$ cat src/rtl/fifo_rr_drain_arbiter_if.sv
`default_nettype none
// ============================================================================
// Module   : fifo_rr_drain_arbiter_if
// Brief    : FIFO-bank and output-stream signal bundle for the drain arbiter.
// Revision : 1.0 - initial release
// ============================================================================
interface fifo_rr_drain_arbiter_if #(
  parameter int N     = 4,
  parameter int WIDTH = 8
);
  localparam int W_SRC = (N > 1) ? $clog2(N) : 1;

  logic [N-1:0]       fifo_empty_i;
  logic [N*WIDTH-1:0] fifo_data_i;
  logic [N-1:0]       fifo_rd_en_o;
  logic               m_valid_o;
  logic               m_ready_i;
  logic [WIDTH-1:0]   m_data_o;
  logic [W_SRC-1:0]   m_src_o;
  logic               busy_o;

  // master: the arbiter itself; slave: the FIFO bank plus downstream consumer
  modport master (
    input  fifo_empty_i, fifo_data_i, m_ready_i,
    output fifo_rd_en_o, m_valid_o, m_data_o, m_src_o, busy_o
  );
  modport slave (
    output fifo_empty_i, fifo_data_i, m_ready_i,
    input  fifo_rd_en_o, m_valid_o, m_data_o, m_src_o, busy_o
  );
endinterface
`default_nettype wire

$ cat src/rtl/fifo_rr_drain_arbiter.sv
`default_nettype none
// ============================================================================
// Module   : fifo_rr_drain_arbiter
// Brief    : Round-robin drain of N show-ahead FIFOs into one valid/ready
//            stream, up to BURST words per grant, source-tagged output.
// Revision : 1.0 - initial release
// ============================================================================
module fifo_rr_drain_arbiter #(
  parameter int N     = 4,
  parameter int WIDTH = 8,
  parameter int BURST = 2
) (
  input  logic                    clk_i,
  input  logic                    rst_i,
  fifo_rr_drain_arbiter_if.master bus
);
  localparam int W_SRC = (N > 1) ? $clog2(N) : 1;
  localparam int CNT_W = (BURST > 1) ? $clog2(BURST) : 1;

  localparam int         STATE_W = 1;
  localparam logic [STATE_W-1:0] S_IDLE  = 1'b0;
  localparam logic [STATE_W-1:0] S_GRANT = 1'b1;

  logic [STATE_W-1:0] r_state;
  logic [STATE_W-1:0] w_next_state;
  logic [W_SRC-1:0]   r_last_grant;
  logic [W_SRC-1:0]   r_grant;
  logic [CNT_W-1:0]   r_burst_cnt;
  logic               r_valid;
  logic [WIDTH-1:0]   r_data;
  logic [W_SRC-1:0]   r_src;

  logic               w_found;
  logic [W_SRC-1:0]   w_search_idx;
  logic               w_load;
  logic               w_grant_empty;
  logic               w_pop;
  logic               w_release;
  logic [WIDTH-1:0]   w_head;

  // Scan downward so the lowest offset from last_grant wins.
  always_comb begin
    logic [W_SRC-1:0] v_idx;
    w_found      = 1'b0;
    w_search_idx = '0;
    for (int k = N; k >= 1; k--) begin
      v_idx = W_SRC'((int'(r_last_grant) + k) % N);
      if (!bus.fifo_empty_i[v_idx]) begin
        w_found      = 1'b1;
        w_search_idx = v_idx;
      end
    end
  end

  assign w_load        = ~r_valid | bus.m_ready_i;
  assign w_grant_empty = bus.fifo_empty_i[r_grant];
  assign w_pop         = (r_state == S_GRANT) & w_load & ~w_grant_empty & ~rst_i;
  assign w_release     = (r_state == S_GRANT) &
                         ((w_pop & (r_burst_cnt == CNT_W'(BURST - 1))) | w_grant_empty);
  assign w_head        = bus.fifo_data_i[int'(r_grant) * WIDTH +: WIDTH];

  always_ff @(posedge clk_i) begin
    if (rst_i) begin
      r_state      <= S_IDLE;
      r_last_grant <= W_SRC'(N - 1);
      r_grant      <= '0;
      r_burst_cnt  <= '0;
    end else begin
      r_state <= w_next_state;
      if ((r_state == S_IDLE) && w_found) begin
        r_grant     <= w_search_idx;
        r_burst_cnt <= '0;
      end
      if (w_pop) begin
        r_burst_cnt <= r_burst_cnt + CNT_W'(1);
      end
      if (w_release) begin
        r_last_grant <= r_grant;
      end
    end
  end

  always_comb begin
    w_next_state = r_state;
    case (r_state)
      S_IDLE:  if (w_found)   w_next_state = S_GRANT;
      S_GRANT: if (w_release) w_next_state = S_IDLE;
      default:                w_next_state = S_IDLE;
    endcase
  end

  // Output register only advances when empty or being consumed.
  always_ff @(posedge clk_i) begin
    if (rst_i) begin
      r_valid <= 1'b0;
      r_data  <= '0;
      r_src   <= '0;
    end else if (w_load) begin
      if (w_pop) begin
        r_valid <= 1'b1;
        r_data  <= w_head;
        r_src   <= r_grant;
      end else begin
        r_valid <= 1'b0;
      end
    end
  end

  always_comb begin
    bus.fifo_rd_en_o = '0;
    if (w_pop) begin
      bus.fifo_rd_en_o[r_grant] = 1'b1;
    end
    bus.busy_o    = (r_state == S_GRANT);
    bus.m_valid_o = r_valid;
    bus.m_data_o  = r_data;
    bus.m_src_o   = r_src;
  end
endmodule
`default_nettype wire

$ cat src/flat_wrapper.sv
// flat-port wrapper written by rule: the top's interface ports become plain ports
module fifo_rr_drain_arbiter_flat 
#(
  parameter int N     = 4,
  parameter int WIDTH = 8,
  parameter int BURST = 2
)
  (clk_i, rst_i, bus_fifo_empty_i, bus_fifo_data_i, bus_m_ready_i, bus_fifo_rd_en_o, bus_m_valid_o, bus_m_data_o, bus_m_src_o, bus_busy_o);
  fifo_rr_drain_arbiter_if #(.N(N), .WIDTH(WIDTH)) bus_i ();
  input  logic clk_i;
  input  logic rst_i;
  input wire logic [$bits(bus_i.fifo_empty_i)-1:0] bus_fifo_empty_i;
  input wire logic [$bits(bus_i.fifo_data_i)-1:0] bus_fifo_data_i;
  input wire logic [$bits(bus_i.m_ready_i)-1:0] bus_m_ready_i;
  output wire logic [$bits(bus_i.fifo_rd_en_o)-1:0] bus_fifo_rd_en_o;
  output wire logic [$bits(bus_i.m_valid_o)-1:0] bus_m_valid_o;
  output wire logic [$bits(bus_i.m_data_o)-1:0] bus_m_data_o;
  output wire logic [$bits(bus_i.m_src_o)-1:0] bus_m_src_o;
  output wire logic [$bits(bus_i.busy_o)-1:0] bus_busy_o;
  assign bus_i.fifo_empty_i = bus_fifo_empty_i;
  assign bus_i.fifo_data_i = bus_fifo_data_i;
  assign bus_i.m_ready_i = bus_m_ready_i;
  assign bus_fifo_rd_en_o = bus_i.fifo_rd_en_o;
  assign bus_m_valid_o = bus_i.m_valid_o;
  assign bus_m_data_o = bus_i.m_data_o;
  assign bus_m_src_o = bus_i.m_src_o;
  assign bus_busy_o = bus_i.busy_o;
  fifo_rr_drain_arbiter #(.N(N), .WIDTH(WIDTH), .BURST(BURST)) u_core (.clk_i(clk_i), .rst_i(rst_i), .bus(bus_i));
endmodule
$ cat config.mk
export PLATFORM = sky130hd
export DESIGN_NAME = fifo_rr_drain_arbiter_flat
export DESIGN_NICKNAME = d
export VERILOG_FILES = /design/src/rtl/fifo_rr_drain_arbiter_if.sv /design/src/rtl/fifo_rr_drain_arbiter.sv /design/src/flat_wrapper.sv
export SDC_FILE = /design/constraint.sdc
export NUM_CORES = 1
export LEC_CHECK = 0
export BUFFER_PORTS_ARGS = -buffer_cell sky130_fd_sc_hd__buf_2
export CELL_PAD_IN_SITES_DETAIL_PLACEMENT = 0
export CELL_PAD_IN_SITES_GLOBAL_PLACEMENT = 1
export CORE_ASPECT_RATIO = 1.5
export CORE_MARGIN = 10
export CORE_UTILIZATION = 31
export DETAILED_ROUTE_END_ITERATION = 10
export GPL_TIMING_DRIVEN = 0
export PLACE_DENSITY_LB_ADDON = 0.08
export SYNTH_ARGS = -nofsm -noshare
export SYNTH_HDL_FRONTEND = slang
export SYNTH_SLANG_ARGS = --single-unit
$ cat constraint.sdc
create_clock -name clk_i -period 2.2 [get_ports clk_i]
set_input_delay 0.44 -clock clk_i [delete_from_list [all_inputs] [get_ports clk_i]]
set_output_delay 0.44 -clock clk_i [all_outputs]
set_load 0.1 [all_outputs]
* After elaboration in Yosys (flattened, before gate mapping)
Cells that the tools add are included.
** Word-level totals
- Memories kept :: 0
- Output and inout port bits :: 16
- Bits in writable memories :: 0
- Register bits :: 17
- Bits of input ports :: 39
- Bits in read-only memories :: 0
- Bits in latches :: 0
** Cells by class
- Multiply operators :: 0
- Reduce and logical (&&, ||, !) cells :: 4
- $add $sub $neg :: 5
- Eq/ne operators :: 0
- Bitwise operators :: 11
- Order comparisons :: 6
- Div/mod/pow operators :: 0
- Mux-type cells :: 27
- Shift-type cells :: 1
** Operators with widths (count)
- 32-bit by 6-bit variable part select with 8-bit output :: 1
- 2-bit by 3-bit less-than comparator with 1-bit output, second input constant :: 5
- 1-bit 2-to-1 mux :: 15
- 1-bit binary-select mux with 2-bit select :: 5
- 2-bit 2-to-1 mux :: 4
- 1-bit bitwise AND :: 5
- 2-bit by 1-bit adder with 2-bit output, second input constant :: 2
- 2-bit adder, second input constant :: 2
- 4-bit 2-to-1 mux :: 1
- 1-bit inverter :: 4
- 1-bit demux with 2-bit select :: 1
- 2-bit by 1-bit greater-or-equal comparator with 1-bit output, second input constant :: 1
- 1-bit logical AND :: 2
- 1-bit OR :: 2
- 1-bit case mux with 2 select lines :: 1
- 2-bit AND reduction :: 1
- 2-bit nonzero test :: 1
- 1-bit adder, second input constant :: 1

* Logic depth before layout (Yosys ltp)
Gate-level depths: netlist of run 1.
- Depth after elaboration :: 10
- Depth in mapped cells :: 6

* Worst setup path after synthesis of run 1
Ideal clock, no wire load.
- Kind :: register to output
- Start :: reg u_core.r_state, in the netlist u_core.bus.busy_o
- End :: out bus_fifo_rd_en_o[1]
- Path slack :: -2.762 ns
- Stages on the path, launching flop included :: 4
- Arrival :: 4.522 ns
- Cells stage by stage :: dfxtp_1 -> nor2b_1 -> nand2_1 -> nor4b_1
** On the way
- Word-level cells in the longest chain between the ends :: 4
** Ends and longest elaborated chain
- from (decl) :: RTL line fifo_rr_drain_arbiter.sv:24 : logic [STATE_W-1:0] r_state;
- from (signal assigned) :: RTL line fifo_rr_drain_arbiter.sv:69 : r_state <= w_next_state;
- 1-bit bitwise AND (3 in series) :: RTL line fifo_rr_drain_arbiter.sv:57 : assign w_pop = (r_state == S_GRANT) & w_load & ~w_grant_empty & ~rst_i;
- 4-bit 2-to-1 mux :: RTL line fifo_rr_drain_arbiter.sv:111 : if (w_pop) begin
- to (decl) :: RTL line flat_wrapper.sv:15 : output wire logic [$bits(bus_i.fifo_rd_en_o)-1:0] bus_fifo_rd_en_o;
Every way passes these cells.

* Worst setup path in the final report of run 1
- Start :: reg u_core.r_grant[1]
- End :: out bus_fifo_rd_en_o[3]
** On the way
- Word-level cells in the longest chain between the ends :: 6
** Ends and longest elaborated chain
- from (decl) :: RTL line fifo_rr_drain_arbiter.sv:27 : logic [W_SRC-1:0] r_grant;
- from (signal assigned) :: RTL line fifo_rr_drain_arbiter.sv:71 : r_grant <= w_search_idx;
- branches (longest 5 deep; another with 2-bit by 3-bit less-than comparator with 1-bit output)
- 4-bit 2-to-1 mux * :: RTL line fifo_rr_drain_arbiter.sv:111
Every way passes the cells marked *. The select of a mux whose other input is x is not followed.

==> flow_summary.toml, run 1 <==
[status]
run_status = "complete, no violations"

[route]
antenna_left = 0
via_count = 1058
detail_route.first_pass.iterations = 4
first_iter_violations = 19
drc = 0
wl_mm = 3.527
wl_per_cell_um = 17.12
via_per_inst = 5.136

[yosys]
yosys.area_share.simple_pct = 21.48
synthArstFlopShare_pct = 0
share_of_the_yosys_chip_area_belonging_to_registers_pct = 33.01
mapped_nets = 148
ys_top_cells_by_area = "sky130_fd_sc_hd__dfxtp_1 33%, sky130_fd_sc_hd__mux4_1 15%, sky130_fd_sc_hd__nand2_1 8.0%"
synth_mux_area_share_pct = 25.00
yosysWarningCount = 0
number_of_enable_flip_flop_cells_after_synthesis = 0
total_of_flip_flops_plus_latches_after_synthesis = 17
yosysUniqueCellTypes = 34
combinational_family_with_the_most_area_after_synthesis = "multiplexers"
avgSynthCellArea_um2 = 9.459
synth_compound_gate_area_share_pct = 14.93
postSynthCellCount = 109
yosys.area_share.adder_pct = 0
mappedNetlistArea_um2 = 1031
synth_ff_type = "sky130_fd_sc_hd__dfxtp_1"
synth_top_area_cell = "sky130_fd_sc_hd__dfxtp_1"
synth_top_area_share_pct = 33.01
synthXorXnorAreaFrac_pct = 0

[grt]
pin_count_of_the_biggest_net_entering_global_routing = 11
wire_length_of_the_first_global_routing_pass_mm = 5.526
grt_overflow = 0
use_met3_pct = 3.602
antenna_found_initial = 0
gr-usage-met1_pct = 12.27
grt_pass1_vias = 1145
grt_util_met2_pct = 20.40
grt_usage_pct = 11.58
busiest_layer = "met2"

[worst_hold_path]
worst_hold_start = "u_core.bus.m_data_o[4]$_SDFFE_PP0P_"
timing.hold.worst_endpoint = "u_core.bus.m_data_o[4]$_SDFFE_PP0P_"
worst_hold_path.num_cells = 2
hold_path_class = "reg -> reg"

[sta]
final_critical_path_setup_slack_ns = 0.08314
unrepaired_setup_endpoints_after_global_routing = "no"
worst_pin_slew_ns = 0.4950
timing.hold.ws_ns = 0.4526
max_freq_mhz = 472.4
worst_clock_skew_ns = 0.001076
timing.slew.headroom_pct = 67.23
finalHoldViolCount = 0
final.period_utilization_pct = 96.22
minimum_clock_period_after_layout_ns = 2.117
slew_violations = 0
timing.final.setup_violations = 0

[critical_path]
setup.worst_path.class = "reg -> out"
cp_data_arrival_time_ns = 1.68
worst_r2r_path_depth = 6
critical_register_to_register_path_startpoint = "u_core.r_grant[0]$_SDFFE_PP0P_"
worst_r2r_endpoint = "u_core.bus.m_data_o[5]$_SDFFE_PP0P_"
critical-path-top-delay-family = "buffers and inverters"
worstPathMaxFanout = 10
path_depth = 4
critical_path.slowest_cell = "sky130_fd_sc_hd__dfxtp_2"
ff_to_ff_setup_slack_ns = 0.40
setup.worst_path.end_class = "output port"
series_of_cell_instances_along_the_critical_path = "buf_4 > nand3_1 > nor3b_4 > buf_6"
setup.worst_path.start_class = "flip-flop"
worst-path-buf-inv = 2
critical-path-max-stage-delay_ns = 0.43
critPathRequiredTime_ns = 1.76

[run]
max_cap_violations = 0

[clocking]
cts_sinks = 17
h-tree-depth = 1
worstSkewPairLatency_ns = 0.25
numCtsBuffers = 3
tritoncts = "yes"
buffers_from_clock_root_to_sink_at_most = 2
clk_transition_reported_paths_ns = 0.07
cts-root-buf = "sky130_fd_sc_hd__clkbuf_8"

[floorplanning]
placement_rows = 25
initial_core_util_pct = 32.31
die_height_um = 90.63
core-area_um2 = 3191
ios = 55
die_x_um = 67.09
die-area_um2 = 6080

[pwr]
total_power_w = 0.0009623
p_per_area_nw_per_um2 = 647.4
leakagePower_nw = 0.6325
worst_ir_drop_vdd_uv = 289.8

[final_layout]
final_layout_size_suffix_gt1_share_pct = 48.19
layout.core_utilization_pct = 46.59
syn_to_final_growth_pct = 44.18
diodes = 0
final_nets = 206

[placement]
numPortBuffers = 54
detailedPlacementHpwl_mm = 2.918
place_congestion = 0.8442
dp_worst_setup_slack_ns = -0.1257
[worst reg2reg max path, delay by kind of cell (launching register included)]
family	cells	cell delay, ns
buf+inv	2	0.42
mux	1	0.54
compound gates	1	0.13
flops	1	0.32
simple gates	2	0.30
[flip-flops by register name (all words and copies together), names as in the netlist]
name,count
u_core.r_burst_cnt,1
u_core.bus.m_src_o,2
u_core.bus.busy_o,1
u_core.bus.m_data_o,8
u_core.bus.m_valid_o,1
u_core.r_grant,2
u_core.r_last_grant,2
[Yosys cell counts (2+ instances only)]
master / count
sky130_fd_sc_hd__clkbuf_1: 4
sky130_fd_sc_hd__o21ai_0: 2
sky130_fd_sc_hd__nor3b_1: 2
sky130_fd_sc_hd__nand2b_1: 2
sky130_fd_sc_hd__buf_6: 2
sky130_fd_sc_hd__nor2b_1: 4
sky130_fd_sc_hd__mux4_1: 6
sky130_fd_sc_hd__nor2_1: 4
sky130_fd_sc_hd__dfxtp_1: 17
sky130_fd_sc_hd__nand3_1: 2
sky130_fd_sc_hd__a21oi_1: 12
sky130_fd_sc_hd__mux2_2: 2
sky130_fd_sc_hd__nor3_1: 3
sky130_fd_sc_hd__a211oi_1: 2
sky130_fd_sc_hd__inv_1: 3
sky130_fd_sc_hd__nand2_1: 22
sky130_fd_sc_hd__mux4_2: 3
[placed cells by master, fill, tap and decap left out, drive strengths merged, types with 2 or more instances in the layout]
cell type  netlist  final
nor2b            4      4
buf              4     57
inv              3      3
clkbuf           4      8
nor3b            2      2
nor2             4      4
dfxtp           17     17
mux4             9      9
mux2             2      2
nand3            2      2
nand2           22     22
nand2b           2      2
nor3             3      3
o21ai            3      3
a211oi           2      2
a21oi           13     13
[metal layers]
metal,vias to the layer above,part of all wire (%)
li1,521,-
met1,491,37
met2,42,52
met3,4,9.3
met4,0,1.1
met5,-,0
[area by class of cell]
type / count / area (µm²)
Buffer: 7 / 48.80
Clock buffer: 4 / 45.04
Fill cell: 343 / 1704
Inverter: 3 / 11.26
Multi-Input combinational cell: 81 / 700.7
Sequential cell: 17 / 346.6
Tap cell: 40 / 50.05
Timing Repair Buffer: 54 / 284.0
[kinds of logic after synthesis]
group	after synthesis
flops	17
compound gates	24
buf+inv	11
simple gates	45
mux	12
[how the worst max path moves through the flow]
stage | startpoint | end
2_1_floorplan | u_core.bus.busy_o$_SDFF_PP0_ | bus_fifo_rd_en_o[1]
3_3_place_gp | u_core.r_grant[1]$_SDFFE_PP0P_ | bus_fifo_rd_en_o[3]
3_5_place_dp | u_core.r_grant[1]$_SDFFE_PP0P_ | bus_fifo_rd_en_o[3]
4_1_cts | u_core.r_grant[0]$_SDFFE_PP0P_ | bus_fifo_rd_en_o[0]
5_1_grt | u_core.r_grant[1]$_SDFFE_PP0P_ | bus_fifo_rd_en_o[2]
6_report | u_core.r_grant[1]$_SDFFE_PP0P_ | bus_fifo_rd_en_o[3]
[metrics by stage]
stage,TNS (ns),cell area [µm²],instances
after CTS,0,1480,206
after detailed placement,-0.1771,1430,203
after floorplan,-0.5049,1110,109
after global routing,0,1486,206
after global placement,-0.1164,1430,203
final,0,1486,206
[power by group]
part	total (W)	internal, W	switching, W	leakage, nW
registers	0.000361	0.000335	0.0000263	0.140
logic	0.000369	0.000141	0.000228	0.470
clock network	0.000232	0.000128	0.000104	0.0228
total	0.000962	0.000604	0.000358	0.632
[repair_timing]
action	CTS	global route
setup buffers	0	0
resized for setup	4	2
endpoints found under the setup margin	3	2
hold buffers	0	0
No activity file was read; power rests on OpenSTA's default activity.
==> run 2: changes to the inputs <==
==> constraint.sdc (replaced) <==
create_clock -name clk_i -period 2.05 [get_ports clk_i]
set_input_delay 0.41 -clock clk_i [delete_from_list [all_inputs] [get_ports clk_i]]
set_output_delay 0.41 -clock clk_i [all_outputs]
set_load 0.1 [all_outputs]
==> flow_summary.toml, run 2 (same netlist as run 1, synthesis figures left out) <==
[placement]
detailedPlacementHpwl_mm = 2.869
place_congestion = 0.8652
numPortBuffers = 54
placedCellCount = 203
dp_worst_setup_slack_ns = -0.2380

[pwr]
leakagePower_nw = 0.6283
switching_share_pct = 36.68
power.internal_w = 0.0006475
share_seq_of_total_power_pct = 38.0
total_power_w = 0.001023
clkPwrFrac_pct = 23.6
combinational_share_of_power_pct = 38.4
total_switching_power_w = 0.0003751
p_per_area_nw_per_um2 = 683.4
worst_ir_drop_vdd_uv = 422.4

[clocking]
holdBufCountCts = 0
cts_sinks = 17
tritoncts = "yes"
cts-root-buf = "sky130_fd_sc_hd__clkbuf_8"
buffers_from_clock_root_to_sink_at_most = 2
post-cts-setup-buffers = 0
numCtsBuffers = 3
h-tree-depth = 1
clk_transition_reported_paths_ns = 0.06
worstSkewPairLatency_ns = 0.24

[run]
max_cap_violations = 0

[sta]
timing.hold.ws_ns = 0.4496
unrepaired_setup_endpoints_after_global_routing = "no"
worst_clock_skew_ns = 0.003876
final.period_utilization_pct = 94.15
worst_pin_slew_ns = 0.4993
max_freq_mhz = 518.1
slew_violations = 0
finalHoldViolCount = 0
minimum_clock_period_after_layout_ns = 1.930
aggregate_negative_setup_slack_ns = 0
timing.slew.headroom_pct = 66.94
timing.final.setup_violations = 0
final_critical_path_setup_slack_ns = 0.1199

[status]
run_status = "complete, no violations"

[floorplanning]
die-area_um2 = 6080
placement_rows = 25
die_x_um = 67.09
ios = 55
core-area_um2 = 3191
die_height_um = 90.63
initial_core_util_pct = 32.31

[worst_hold_path]
worst_hold_path.num_cells = 2
hold_path_class = "reg -> reg"
worst_hold_start = "u_core.bus.m_data_o[7]$_SDFFE_PP0P_"

[grt]
pin_count_of_the_biggest_net_entering_global_routing = 19
wire_length_of_the_first_global_routing_pass_mm = 5.485
antenna_found_initial = 0
grt_pass1_vias = 1116
grt_usage_pct = 11.53
grt_overflow = 0

[final_layout]
final_nets = 204
post_layout_nonfiller_instances = 204
diodes = 0
largest_register_ffs = 8
final_layout_size_suffix_gt1_share_pct = 48.17
most_common_cell_after_layout_fill_and_taps_aside = "sky130_fd_sc_hd__buf_2"
final_cell_mix = "51 x sky130_fd_sc_hd__buf_2, 21 x sky130_fd_sc_hd__nand2_1, 14 x sky130_fd_sc_hd__dfxtp_1, 12 x sky130_fd_sc_hd__a21oi_1, 6 x sky130_fd_sc_hd__mux4_1"
syn_to_final_growth_pct = 45.15

[route]
detail_route.first_pass.iterations = 5
via_count = 1054
via_per_inst = 5.167
first_iter_violations = 34
wl_per_cell_um = 16.88
drc = 0
wl_mm = 3.443
antenna_left = 0

[critical_path]
setup.worst_path.start_class = "flip-flop"
critical-path-top-delay-family = "flip-flops"
series_of_cell_instances_along_the_critical_path = "buf_6 > nand3_2 > nor3b_4 > buf_8"
critPathRequiredTime_ns = 1.64
setup.worst_path.end_class = "output port"
critical-path-max-stage-delay_ns = 0.44
worst-path-buf-inv = 2
worst_r2r_path_depth = 6
cp_data_arrival_time_ns = 1.52
setup.worst_path.class = "reg -> out"
critical_path.slowest_cell = "sky130_fd_sc_hd__dfxtp_2"
worst_setup_path_startpoint = "u_core.r_grant[1]$_SDFFE_PP0P_"
critical_register_to_register_path_startpoint = "u_core.r_grant[0]$_SDFFE_PP0P_"
path_depth = 4
worstPathMaxFanout = 10
[run 2: cell count changes in the layout (fill, tap and decap cells not counted)]
cell	before	now
sky130_fd_sc_hd__clkbuf_2	2	0
sky130_fd_sc_hd__clkbuf_4	1	0
sky130_fd_sc_hd__buf_4	3	1
sky130_fd_sc_hd__nand3_2	0	1
sky130_fd_sc_hd__buf_8	0	1
sky130_fd_sc_hd__nand3_1	2	1
sky130_fd_sc_hd__buf_6	3	5
[run 2: final timing paths]
| path | endpoint | slack [ns] |
|---|---|---|
| worst max register to register | u_core.bus.m_data_o[4]$_SDFFE_PP0P_ | 0.16 |
| worst max-delay path | bus_fifo_rd_en_o[3] | 0.12 |
| worst min register to register | u_core.bus.m_data_o[7]$_SDFFE_PP0P_ | 0.45 |
| worst min-delay path | u_core.bus.m_data_o[7]$_SDFFE_PP0P_ | 0.45 |
[run 2: tightest hold or removal path: cells and delay by family, from the launching register on]
family           cells  cell delay, ns
AO/OA/AOI/OAI        1            0.05
flip-flops           1            0.30
AND/OR/NAND/NOR      1            0.05
[run 2: through the flow]
stage	util, %	area, µm²
2_1_floorplan	-	1109
3_3_place_gp	44.78	1429
3_5_place_dp	44.78	1429
4_1_cts	46.78	1493
5_1_grt	46.90	1496
6_report	46.90	1496
[run 2: layer usage]
layer  track usage [%]  share of wire (%)  wire length (µm)
met4             3.780                1.4                49
met1             12.41                 40              1365
met3             3.851                8.3               286
met2             20.00                 51              1741
met5                 0                  0                 0
[run 2: timing repair]
item                                    CTS  global route
endpoints found under the setup margin    4             3
resized for setup                         9             2
endpoints found under the hold margin     0             0
pin swaps                                 0             0
[run 2: final cells by class]
type | count | area, µm²
repair buffers | 54 | 295.3
inverters | 3 | 11.26
fillers | 346 | 1694
plain buffers | 5 | 42.54
clock buffers | 4 | 45.04
multi-input cells | 81 | 705.7
well taps | 40 | 50.05
flip-flops and latches | 17 | 346.6
[run 2: power by group through the flow]
stage               combinational (W)  clock, W  sequential (W)
floorplan                    0.000206         0        0.000485
global placement             0.000401         0        0.000388
detailed placement           0.000404         0        0.000389
CTS                          0.000397  0.000255        0.000388
global route                 0.000423  0.000270        0.000393
finish                       0.000393  0.000242        0.000388
